File: src/rtl/cmp_pipe_n.sv
`default_nettype none
// ============================================================================
//  Module      : cmp_pipe_n
//  Description : Parametrised pipelined magnitude/equality comparator.
//                I0 - I1 is formed as I0 + ~I1 + 1 on a carry chain cut into
//                CHUNK-bit slices, one register stage per slice. The final
//                slice derives the C/Z/N/V flags and selects one of eight
//                compare modes into a registered result O.
//  Parameters  : WIDTH (>=2) operand width, CHUNK (1..WIDTH) bits per stage.
//                STAGES = ceil(WIDTH/CHUNK) is derived, not overridable.
//  Ports       : clk        rising-edge clock
//                resetn     asynchronous active-low reset
//                in_valid   operand beat valid
//                in_ready   beat accepted this cycle (= global advance)
//                i0, i1     left / right operands
//                op         0 EQ,1 NE,2 ULT,3 ULE,4 SLT,5 SLE,6 UGT,7 SGT
//                out_valid  result valid
//                out_ready  consumer accepts result
//                o          compare result, 1 = true
//                min, max   (CMP_MINMAX_EN only) ordered operands
//  Build macro : CMP_MINMAX_EN - adds min/max outputs and carries full
//                operand copies down the pipeline. O timing is unchanged.
//  Revision    : 1.0 - initial release
// ============================================================================
module cmp_pipe_n #(
    parameter int WIDTH = 16,
    parameter int CHUNK = 4
) (
    input  logic             clk,
    input  logic             resetn,
    input  logic             in_valid,
    output logic             in_ready,
    input  logic [WIDTH-1:0] i0,
    input  logic [WIDTH-1:0] i1,
    input  logic [2:0]       op,
    output logic             out_valid,
    input  logic             out_ready,
    output logic             o
`ifdef CMP_MINMAX_EN
    ,
    output logic [WIDTH-1:0] min,
    output logic [WIDTH-1:0] max
`endif
);

    localparam int STAGES = (WIDTH + CHUNK - 1) / CHUNK;

    localparam logic [2:0] c_op_eq  = 3'd0;
    localparam logic [2:0] c_op_ne  = 3'd1;
    localparam logic [2:0] c_op_ult = 3'd2;
    localparam logic [2:0] c_op_ule = 3'd3;
    localparam logic [2:0] c_op_slt = 3'd4;
    localparam logic [2:0] c_op_sle = 3'd5;
    localparam logic [2:0] c_op_ugt = 3'd6;
    localparam logic [2:0] c_op_sgt = 3'd7;

    // Single advance enable: the whole pipe moves or the whole pipe holds.
    logic w_adv;
    logic r_out_valid;
    logic r_o;

    assign w_adv    = !r_out_valid || out_ready;
    assign in_ready = w_adv;

    genvar k;
    for (k = 0; k < STAGES; k++) begin : g_stage
        // c_rem: operand bits still unconsumed when the beat enters stage k.
        localparam int c_lo  = CHUNK * k;
        localparam int c_rem = WIDTH - c_lo;
        localparam int c_wk  = (k == STAGES - 1) ? c_rem : CHUNK;

        logic             w_vld_in;
        logic             w_cy_in;
        logic             w_z_in;
        logic [2:0]       w_op_in;
        logic [c_rem-1:0] w_a_in;
        logic [c_rem-1:0] w_b_in;
`ifdef CMP_MINMAX_EN
        logic [WIDTH-1:0] w_fa_in;
        logic [WIDTH-1:0] w_fb_in;
`endif
        logic [c_wk:0]    w_sum;
        logic [c_wk-1:0]  w_diff;
        logic             w_cy_out;
        logic             w_z_out;

        if (k == 0) begin : g_head
            // Subtraction as I0 + ~I1 + 1; zero flag starts true and is ANDed.
            assign w_vld_in = in_valid;
            assign w_cy_in  = 1'b1;
            assign w_z_in   = 1'b1;
            assign w_op_in  = op;
            assign w_a_in   = i0;
            assign w_b_in   = i1;
`ifdef CMP_MINMAX_EN
            assign w_fa_in  = i0;
            assign w_fb_in  = i1;
`endif
        end else begin : g_link
            assign w_vld_in = g_stage[k-1].g_reg.r_vld;
            assign w_cy_in  = g_stage[k-1].g_reg.r_cy;
            assign w_z_in   = g_stage[k-1].g_reg.r_z;
            assign w_op_in  = g_stage[k-1].g_reg.r_op;
            assign w_a_in   = g_stage[k-1].g_reg.r_a;
            assign w_b_in   = g_stage[k-1].g_reg.r_b;
`ifdef CMP_MINMAX_EN
            assign w_fa_in  = g_stage[k-1].g_reg.r_fa;
            assign w_fb_in  = g_stage[k-1].g_reg.r_fb;
`endif
        end

        assign w_sum    = {1'b0, w_a_in[c_wk-1:0]}
                        + {1'b0, ~w_b_in[c_wk-1:0]}
                        + {{c_wk{1'b0}}, w_cy_in};
        assign w_diff   = w_sum[c_wk-1:0];
        assign w_cy_out = w_sum[c_wk];
        assign w_z_out  = w_z_in && (w_diff == '0);

        if (k < STAGES - 1) begin : g_reg
            logic                  r_vld;
            logic                  r_cy;
            logic                  r_z;
            logic [2:0]            r_op;
            // Only the slices later stages still need travel with the beat.
            logic [c_rem-c_wk-1:0] r_a;
            logic [c_rem-c_wk-1:0] r_b;
`ifdef CMP_MINMAX_EN
            logic [WIDTH-1:0]      r_fa;
            logic [WIDTH-1:0]      r_fb;
`endif

            always_ff @(posedge clk or negedge resetn) begin
                if (!resetn) begin
                    r_vld <= 1'b0;
                end else if (w_adv) begin
                    r_vld <= w_vld_in;
                end
            end

            always_ff @(posedge clk) begin
                if (w_adv) begin
                    r_cy <= w_cy_out;
                    r_z  <= w_z_out;
                    r_op <= w_op_in;
                    r_a  <= w_a_in[c_rem-1:c_wk];
                    r_b  <= w_b_in[c_rem-1:c_wk];
`ifdef CMP_MINMAX_EN
                    r_fa <= w_fa_in;
                    r_fb <= w_fb_in;
`endif
                end
            end
        end else begin : g_tail
            logic w_c;
            logic w_z;
            logic w_n;
            logic w_v;
            logic w_slt;
            logic w_res;

            // Overflow: operands differ in sign and the result sign differs
            // from I0, so N alone no longer tells the signed ordering.
            assign w_c   = w_cy_out;
            assign w_z   = w_z_out;
            assign w_n   = w_diff[c_wk-1];
            assign w_v   = (w_a_in[c_wk-1] ^ w_b_in[c_wk-1]) & (w_a_in[c_wk-1] ^ w_n);
            assign w_slt = w_n ^ w_v;

            always_comb begin
                w_res = 1'b0;
                case (w_op_in)
                    c_op_eq:  w_res = w_z;
                    c_op_ne:  w_res = !w_z;
                    c_op_ult: w_res = !w_c;
                    c_op_ule: w_res = !w_c || w_z;
                    c_op_slt: w_res = w_slt;
                    c_op_sle: w_res = w_slt || w_z;
                    c_op_ugt: w_res = w_c && !w_z;
                    c_op_sgt: w_res = !w_slt && !w_z;
                    default:  w_res = 1'b0;
                endcase
            end

`ifdef CMP_MINMAX_EN
            logic             w_sgn;
            logic             w_lt;
            logic [WIDTH-1:0] w_mn;
            logic [WIDTH-1:0] w_mx;

            // UGT (6) is the one OP[2]=1 mode that orders unsigned.
            // On equality w_lt=0, so both outputs take I1 == I0.
            assign w_sgn = w_op_in[2] && (w_op_in != c_op_ugt);
            assign w_lt  = w_sgn ? w_slt : !w_c;
            assign w_mn  = w_lt ? w_fa_in : w_fb_in;
            assign w_mx  = w_lt ? w_fb_in : w_fa_in;
`endif
        end
    end

`ifdef CMP_MINMAX_EN
    logic [WIDTH-1:0] r_min;
    logic [WIDTH-1:0] r_max;
`endif

    // Output stage; result fields only load on a real beat so O stays clean.
    always_ff @(posedge clk or negedge resetn) begin
        if (!resetn) begin
            r_out_valid <= 1'b0;
            r_o         <= 1'b0;
`ifdef CMP_MINMAX_EN
            r_min       <= '0;
            r_max       <= '0;
`endif
        end else if (w_adv) begin
            r_out_valid <= g_stage[STAGES-1].w_vld_in;
            if (g_stage[STAGES-1].w_vld_in) begin
                r_o   <= g_stage[STAGES-1].g_tail.w_res;
`ifdef CMP_MINMAX_EN
                r_min <= g_stage[STAGES-1].g_tail.w_mn;
                r_max <= g_stage[STAGES-1].g_tail.w_mx;
`endif
            end
        end
    end

    assign out_valid = r_out_valid;
    assign o         = r_o;
`ifdef CMP_MINMAX_EN
    assign min       = r_min;
    assign max       = r_max;
`endif

endmodule
`default_nettype wire

File: config.mk
export PLATFORM = sky130hd
export DESIGN_NAME = cmp_pipe_n
export DESIGN_NICKNAME = d
export VERILOG_FILES = /design/src/rtl/cmp_pipe_n.sv
export SDC_FILE = /design/constraint.sdc
export NUM_CORES = 1
export LEC_CHECK = 0
export CAP_MARGIN = 20
export CORE_UTILIZATION = 30
export DETAILED_ROUTE_END_ITERATION = 10
export GPL_TIMING_DRIVEN = 0
export PLACE_DENSITY_LB_ADDON = 0.08
export SLEW_MARGIN = 20
export SYNTH_ARGS = -nofsm -noshare
export SYNTH_HDL_FRONTEND = slang
export SYNTH_SLANG_ARGS = --single-unit
File: constraint.sdc
create_clock -name clk -period 4.7 [get_ports clk]
set_input_delay 1.41 -clock clk [delete_from_list [all_inputs] [get_ports clk]]
set_output_delay 1.41 -clock clk [all_outputs]
set_load 0.005 [all_outputs]
Word-level counts from Yosys, hierarchy flattened:

Cells that the tools add are included.

* muxes and demuxes: 1
* bitwise operators: 8
* reduce and logical (&&, ||, !) cells: 18
* equal/unequal tests: 7
* add/sub/neg operators: 8

Operator list (count)
* adder 4 x 4 -> 5 bit: 4
* logical NOT 4 bit: 4
* inverter 4 bit: 4
* adder 5 x 1 -> 5 bit: 3
* equality test 3 bit, second input constant: 4
* case mux 1 bit (8 select lines): 1
* equality test 3 x 2 -> 1 bit, second input constant: 2
* adder 5 x 1 -> 5 bit, second input constant: 1
* logical AND 1 bit: 5
* logical NOT 1 bit: 4
* equality test 3 x 1 -> 1 bit, second input constant: 1
* logical NOT 3 bit: 1
* logical OR 1 bit: 3
* bitwise XOR 1 bit: 3
* AND reduction 2 bit: 1
* bitwise AND 1 bit: 1

* output and inout bits: 3
* input port bits: 39
* word-level logic and storage cells: 62
* register bits: 68

Longest topological paths before layout:

* depth in word-level cells: 9
* gate-level depth with buffers: 10

Worst setup path before layout:

No wires, ideal clock.

* kind: input-to-output
* from: in out_ready
* to: out in_ready
* stages: 2
* arrival: 3414 ps
* required time: 3290 ps
* setup slack: -124 ps
* buffers on the path: 1
* path through: nand2b_1 clkbuf_1

* longest elaborated chain between the ends: 1

RTL lines
* start: declaration: RTL line 37 `input logic out_ready,`
* logical OR 1 bit: RTL line 62 `assign w_adv = !r_out_valid || out_ready;`
* end: declaration: RTL line 32 `output logic in_ready,`

Every way passes these cells.

Worst setup path in the final report:

Ends and elaborated chain as after synthesis.

==> metrics list <==
- The worst path needs 4550 ps of the cycle, external delays included.
* Register share of total power: 51.5%
- Slowest Stage Delay on Critical Path: 540 ps
* Die span in x: 99.1 µm
- The portion of synthesized area spent on multiplexers is 1.19%.
- The tree is rooted in a clkbuf_8.
* Number of global-route vias before repair: 1524
- Buffers on Ports: 41
* Number of max-slew violations in the final report: 0
- Across the run, the number of max-cap violations was 0.
- Buffer and inverter count on the worst path: 4
- In this run the core area contains 35 standard-cell rows.
* First DRT Iteration DRCs: 28
* CP delay by family, top: buffers and inverters
- In this run the cell area of the synthesized design comes to 2830 µm².
- Clock latency on the worst-skew pair, taken at its later pin, is 340 ps.
- Number of flip-flops and latches in the synthesized netlist: 68
- Number of DRC violations after detailed routing: 1
- The clock drives 68 sinks.
* Fraction of layout instances using a drive strength above 1: 10.5%
- Number of routed nets with antenna violations: 0
- Most used cell, CP: clkdlybuf4s50_1
- The biggest area contributor in the post-synthesis netlist is edfxtp_1.
- Clk network pwr share: 23.4%
- Net switching is 29.0% of the power.
- Switching component of the power: 0.520 mW
- Total congestion overflow: 0
* Summed negative setup slack over all endpoints: 0 ps
* Leakage component of the power: 1.39 nW
- The run finished, with violations left.
- For the pin with the worst max-slew slack, the measured transition is 357 ps.
- The top cell type by area accounts for 66.9% of the synthesized area.
- At the end of the flow, the number of nets in the layout was 283.
* Last weighted congestion value of the routability-driven placer: 0.740
* Data required time of the critical path: 3290 ps
* Worst relative slew slack: 76.2%
- Summing internal, switching and leakage power gives 1.79 mW.
- Post-CTS setup repair buffer count: 0
* Ratio of routed vias to standard cells: 4.38
- Pin placement for this block handled 42 I/O pins.
* Type of the most critical hold path: flop to flop
- Number of antenna violations at the first check in global routing: 0
- Timing would allow up to 220 MHz.
- Compound-Gate Fraction of Synth Area: 4.82%
* Number of failing hold endpoints at the final stage: 0
- Setup violations remaining at the end of the flow were counted as 0.
* IR drop worst, VDD: 0.146 mV
* Synth Net Count: 230
* Number of detailed-routing iterations run before antenna repair: 7
* Area growth from synthesis to layout: 26.4%
- Slowest-stage cell, CP: clkdlybuf4s50_1
- Final worst-path cycle share: 96.8%
- The longest clock path from root to sink contains 2 buffers.
- By area, the combinational part of the netlist is dominated by adder cells.
- The H-tree was split into 3 levels.
* Number of CTS-inserted buffers: 9
* Count of cell types in the netlist: 29
* Number of instances in the synthesized netlist: 170
- Placeable Area: 9200 µm²
* Clock Skews: 10.9 ps
- The worst setup path is launched from a primary input.
- Detailed placement ended at an HPWL of 2.87 mm.
- Ranked by total cell area, the synthesized netlist is headed by edfxtp_1 67%, ha_1 5.8%, fa_1 5.7%.
* Yosys warning total: 0
- Hold Worst Slack: 419 ps
- In this run the power density over the cells is 502 nW/µm².
- Adder-cell share of the synthesized area: 11.4%
* Power Internal: 1.27 mW
- Max FO, Critical Path: 43
- Total GRT Usage: 9.64%
* Avg Inst Size Synth: 16.6 µm²
* Failing checks: design-rule violations
- Sequential cell area fraction in the yosys report: 71.3%
- Diode insertion count for antenna repair: 0
- Setup crit end kind: primary output
- Data arrives at the worst endpoint at 3140 ps.
- Crit Path Class: primary input to primary output
* Die area: 9820 µm²
* Simple-Gate Fraction of Synth Area: 5.53%
- The first global-routing pass estimated 7.01 mm of wire.
- Setup repair after global routing left no endpoint under its margin.
- For this block, the via count after detailed routing is 1485.
* Effective utilization at floorplan: 30.7%
* Post-Route WL: 4.17 mm
- Summing the areas of all xor and xnor instances in the mapped netlist gives 2.12% of the synthesized area.
- TritonCTS built the clock tree.
- Entering global routing, the biggest net connects 44 pins.
- The critical path goes through clkdlybuf4s50_1 -> nand2b_1 -> buf_4 -> buf_12 -> clkdlybuf4s50_1.
* Comb pwr share: 25.1%
- Clock transition at the registers of the reported paths: 70 ps
- DIE HEIGHT: 99.1 µm
- Average routed wire per standard cell: 12.3 µm
- After clock tree synthesis, the flow added hold-fix buffers numbering 0.
==> per-stage QoR <==
stage	setup slack (ps)	utilization [%]	area (µm²)	instances
floorplan	871	-	2830	170
global placement	-611	36.7	3380	322
detailed placement	78.5	37.0	3400	323
CTS	78.8	38.9	3570	339
global route	35.3	38.9	3570	339
finish	152	38.9	3570	339
==> routing by layer <==
layer,part of all wire [%],global-route usage (%),up-vias
met5,0,0,-
met4,0.77,4.75,0
met3,6.5,4.96,4
met2,52,16.1,47
met1,41,10.0,716
li1,-,-,718
==> flip-flops by register name (all words and copies together) (netlist names) <==
signal	cells
g_stage.g_reg.r_a	24
g_stage.g_reg.r_b	24
g_stage.g_reg.r_op	9
g_stage.g_reg.r_cy	3
g_stage.g_reg.r_vld	3
g_stage.g_reg.r_z	3
o	1
out_valid	1
==> worst paths after layout <==
path	start	endpoint	slack (ps)	depth (start not counted)
worst max-delay path	out_ready	in_ready	150	5
worst min-delay path	g_stage[0].g_reg.r_a[6]$_DFFE_PN_	g_stage[1].g_reg.r_a[2]$_DFFE_PN_	420	0
worst max register to register	g_stage[2].g_reg.r_cy$_DFFE_PN_	o$_DFFE_PN0P_	2150	10
worst min register to register	g_stage[0].g_reg.r_a[6]$_DFFE_PN_	g_stage[1].g_reg.r_a[2]$_DFFE_PN_	420	0
max in group asynchronous	resetn	g_stage[1].g_reg.r_vld$_DFFE_PN0N_	3220	1
min in group asynchronous	resetn	out_valid$_DFFE_PN0N_	1290	1
==> cells in the final DEF (no fill, tap or decap) <==
master / synthesis / layout
fa_1: 8 / 8
nand4b_1: 2 / 2
nor2b_1: 4 / 4
ha_1: 13 / 13
a21oi_1: 7 / 7
nor2_1: 4 / 4
nor3b_1: 1 / 1
buf_12: 0 / 1
nand2_1: 2 / 2
clkinvlp_4: 0 / 2
nand3_1: 2 / 2
a21o_1: 3 / 3
clkinv_2: 0 / 1
inv_1: 26 / 26
a21bo_1: 1 / 1
xor2_1: 3 / 3
or2b_2: 1 / 1
xor2_2: 1 / 1
xnor2_1: 2 / 2
nand2b_1: 5 / 5
and4_1: 1 / 1
o21ai_0: 5 / 5
clkdlybuf4s50_1: 0 / 41
and4_2: 1 / 1
clkbuf_8: 0 / 9
clkinv_1: 0 / 1
a221oi_1: 1 / 1
a311o_1: 1 / 1
a41oi_2: 1 / 1
mux2_2: 3 / 3
nand3b_1: 2 / 2
edfxtp_1: 63 / 63
dfrtp_1: 5 / 5
buf_4: 0 / 1
inv_6: 0 / 3
a311oi_1: 1 / 1
==> cells in the mapped netlist <==
| cell type | n |
|---|---|
| mux2_2 | 3 |
| a311o_1 | 1 |
| nor2_1 | 4 |
| o21ai_0 | 5 |
| nand2_1 | 2 |
| a21o_1 | 3 |
| a21oi_1 | 7 |
| nand2b_1 | 5 |
| a21bo_1 | 1 |
| edfxtp_1 | 63 |
| nor2b_1 | 4 |
| nand4b_1 | 2 |
| inv_1 | 26 |
| clkbuf_1 | 1 |
| and4_2 | 1 |
| xnor2_1 | 2 |
| xor2_1 | 3 |
| or2b_2 | 1 |
| ha_1 | 13 |
| nand3_1 | 2 |
| nor3b_1 | 1 |
| nand3b_1 | 2 |
| and4_1 | 1 |
| a41oi_2 | 1 |
| dfrtp_1 | 5 |
| a221oi_1 | 1 |
| fa_1 | 8 |
| xor2_2 | 1 |
| a311oi_1 | 1 |
==> cell families after synthesis <==
| logic type | Yosys count |
|---|---|
| muxes | 3 |
| AOI/OAI and AO/OA | 20 |
| buffers and inverters | 27 |
| and+or+nand+nor | 25 |
| DFF | 68 |
| adders and majority gates | 21 |
| xor gates and xnor gates | 6 |
==> power groups by stage <==
stage	clock, mW	combinational [mW]	sequential (mW)
floorplan	0	0.307	0.924
global placement	0	0.426	0.940
detailed placement	0	0.450	0.941
CTS	0.445	0.458	0.929
global route	0.472	0.515	0.943
finish	0.420	0.450	0.924
==> worst register-to-register path: stages (launching register included) <==
cell	delay, ps
edfxtp_1	320
inv_1	50
fa_1	460
inv_1	70
a21o_1	110
a21oi_1	70
fa_1	480
and4_1	270
a311oi_1	120
a311o_1	340
a41oi_2	190
==> cell type report <==
type	count	area (µm²)
inverter	26	97.6
fill	891	5620
buffer	1	7.51
clock inverter	7	50.0
timing repair buffer	42	430
sequential	68	2020
multi-input combinational	75	709
clock buffer	9	124
tap	111	139
==> what timing repair did <==
action / in CTS / in global routing
setup endpoints to repair: 0 / 1
hold endpoints to repair: 0 / 0
gates resized for setup: 0 / 1
(Power assumes the default switching activity.)
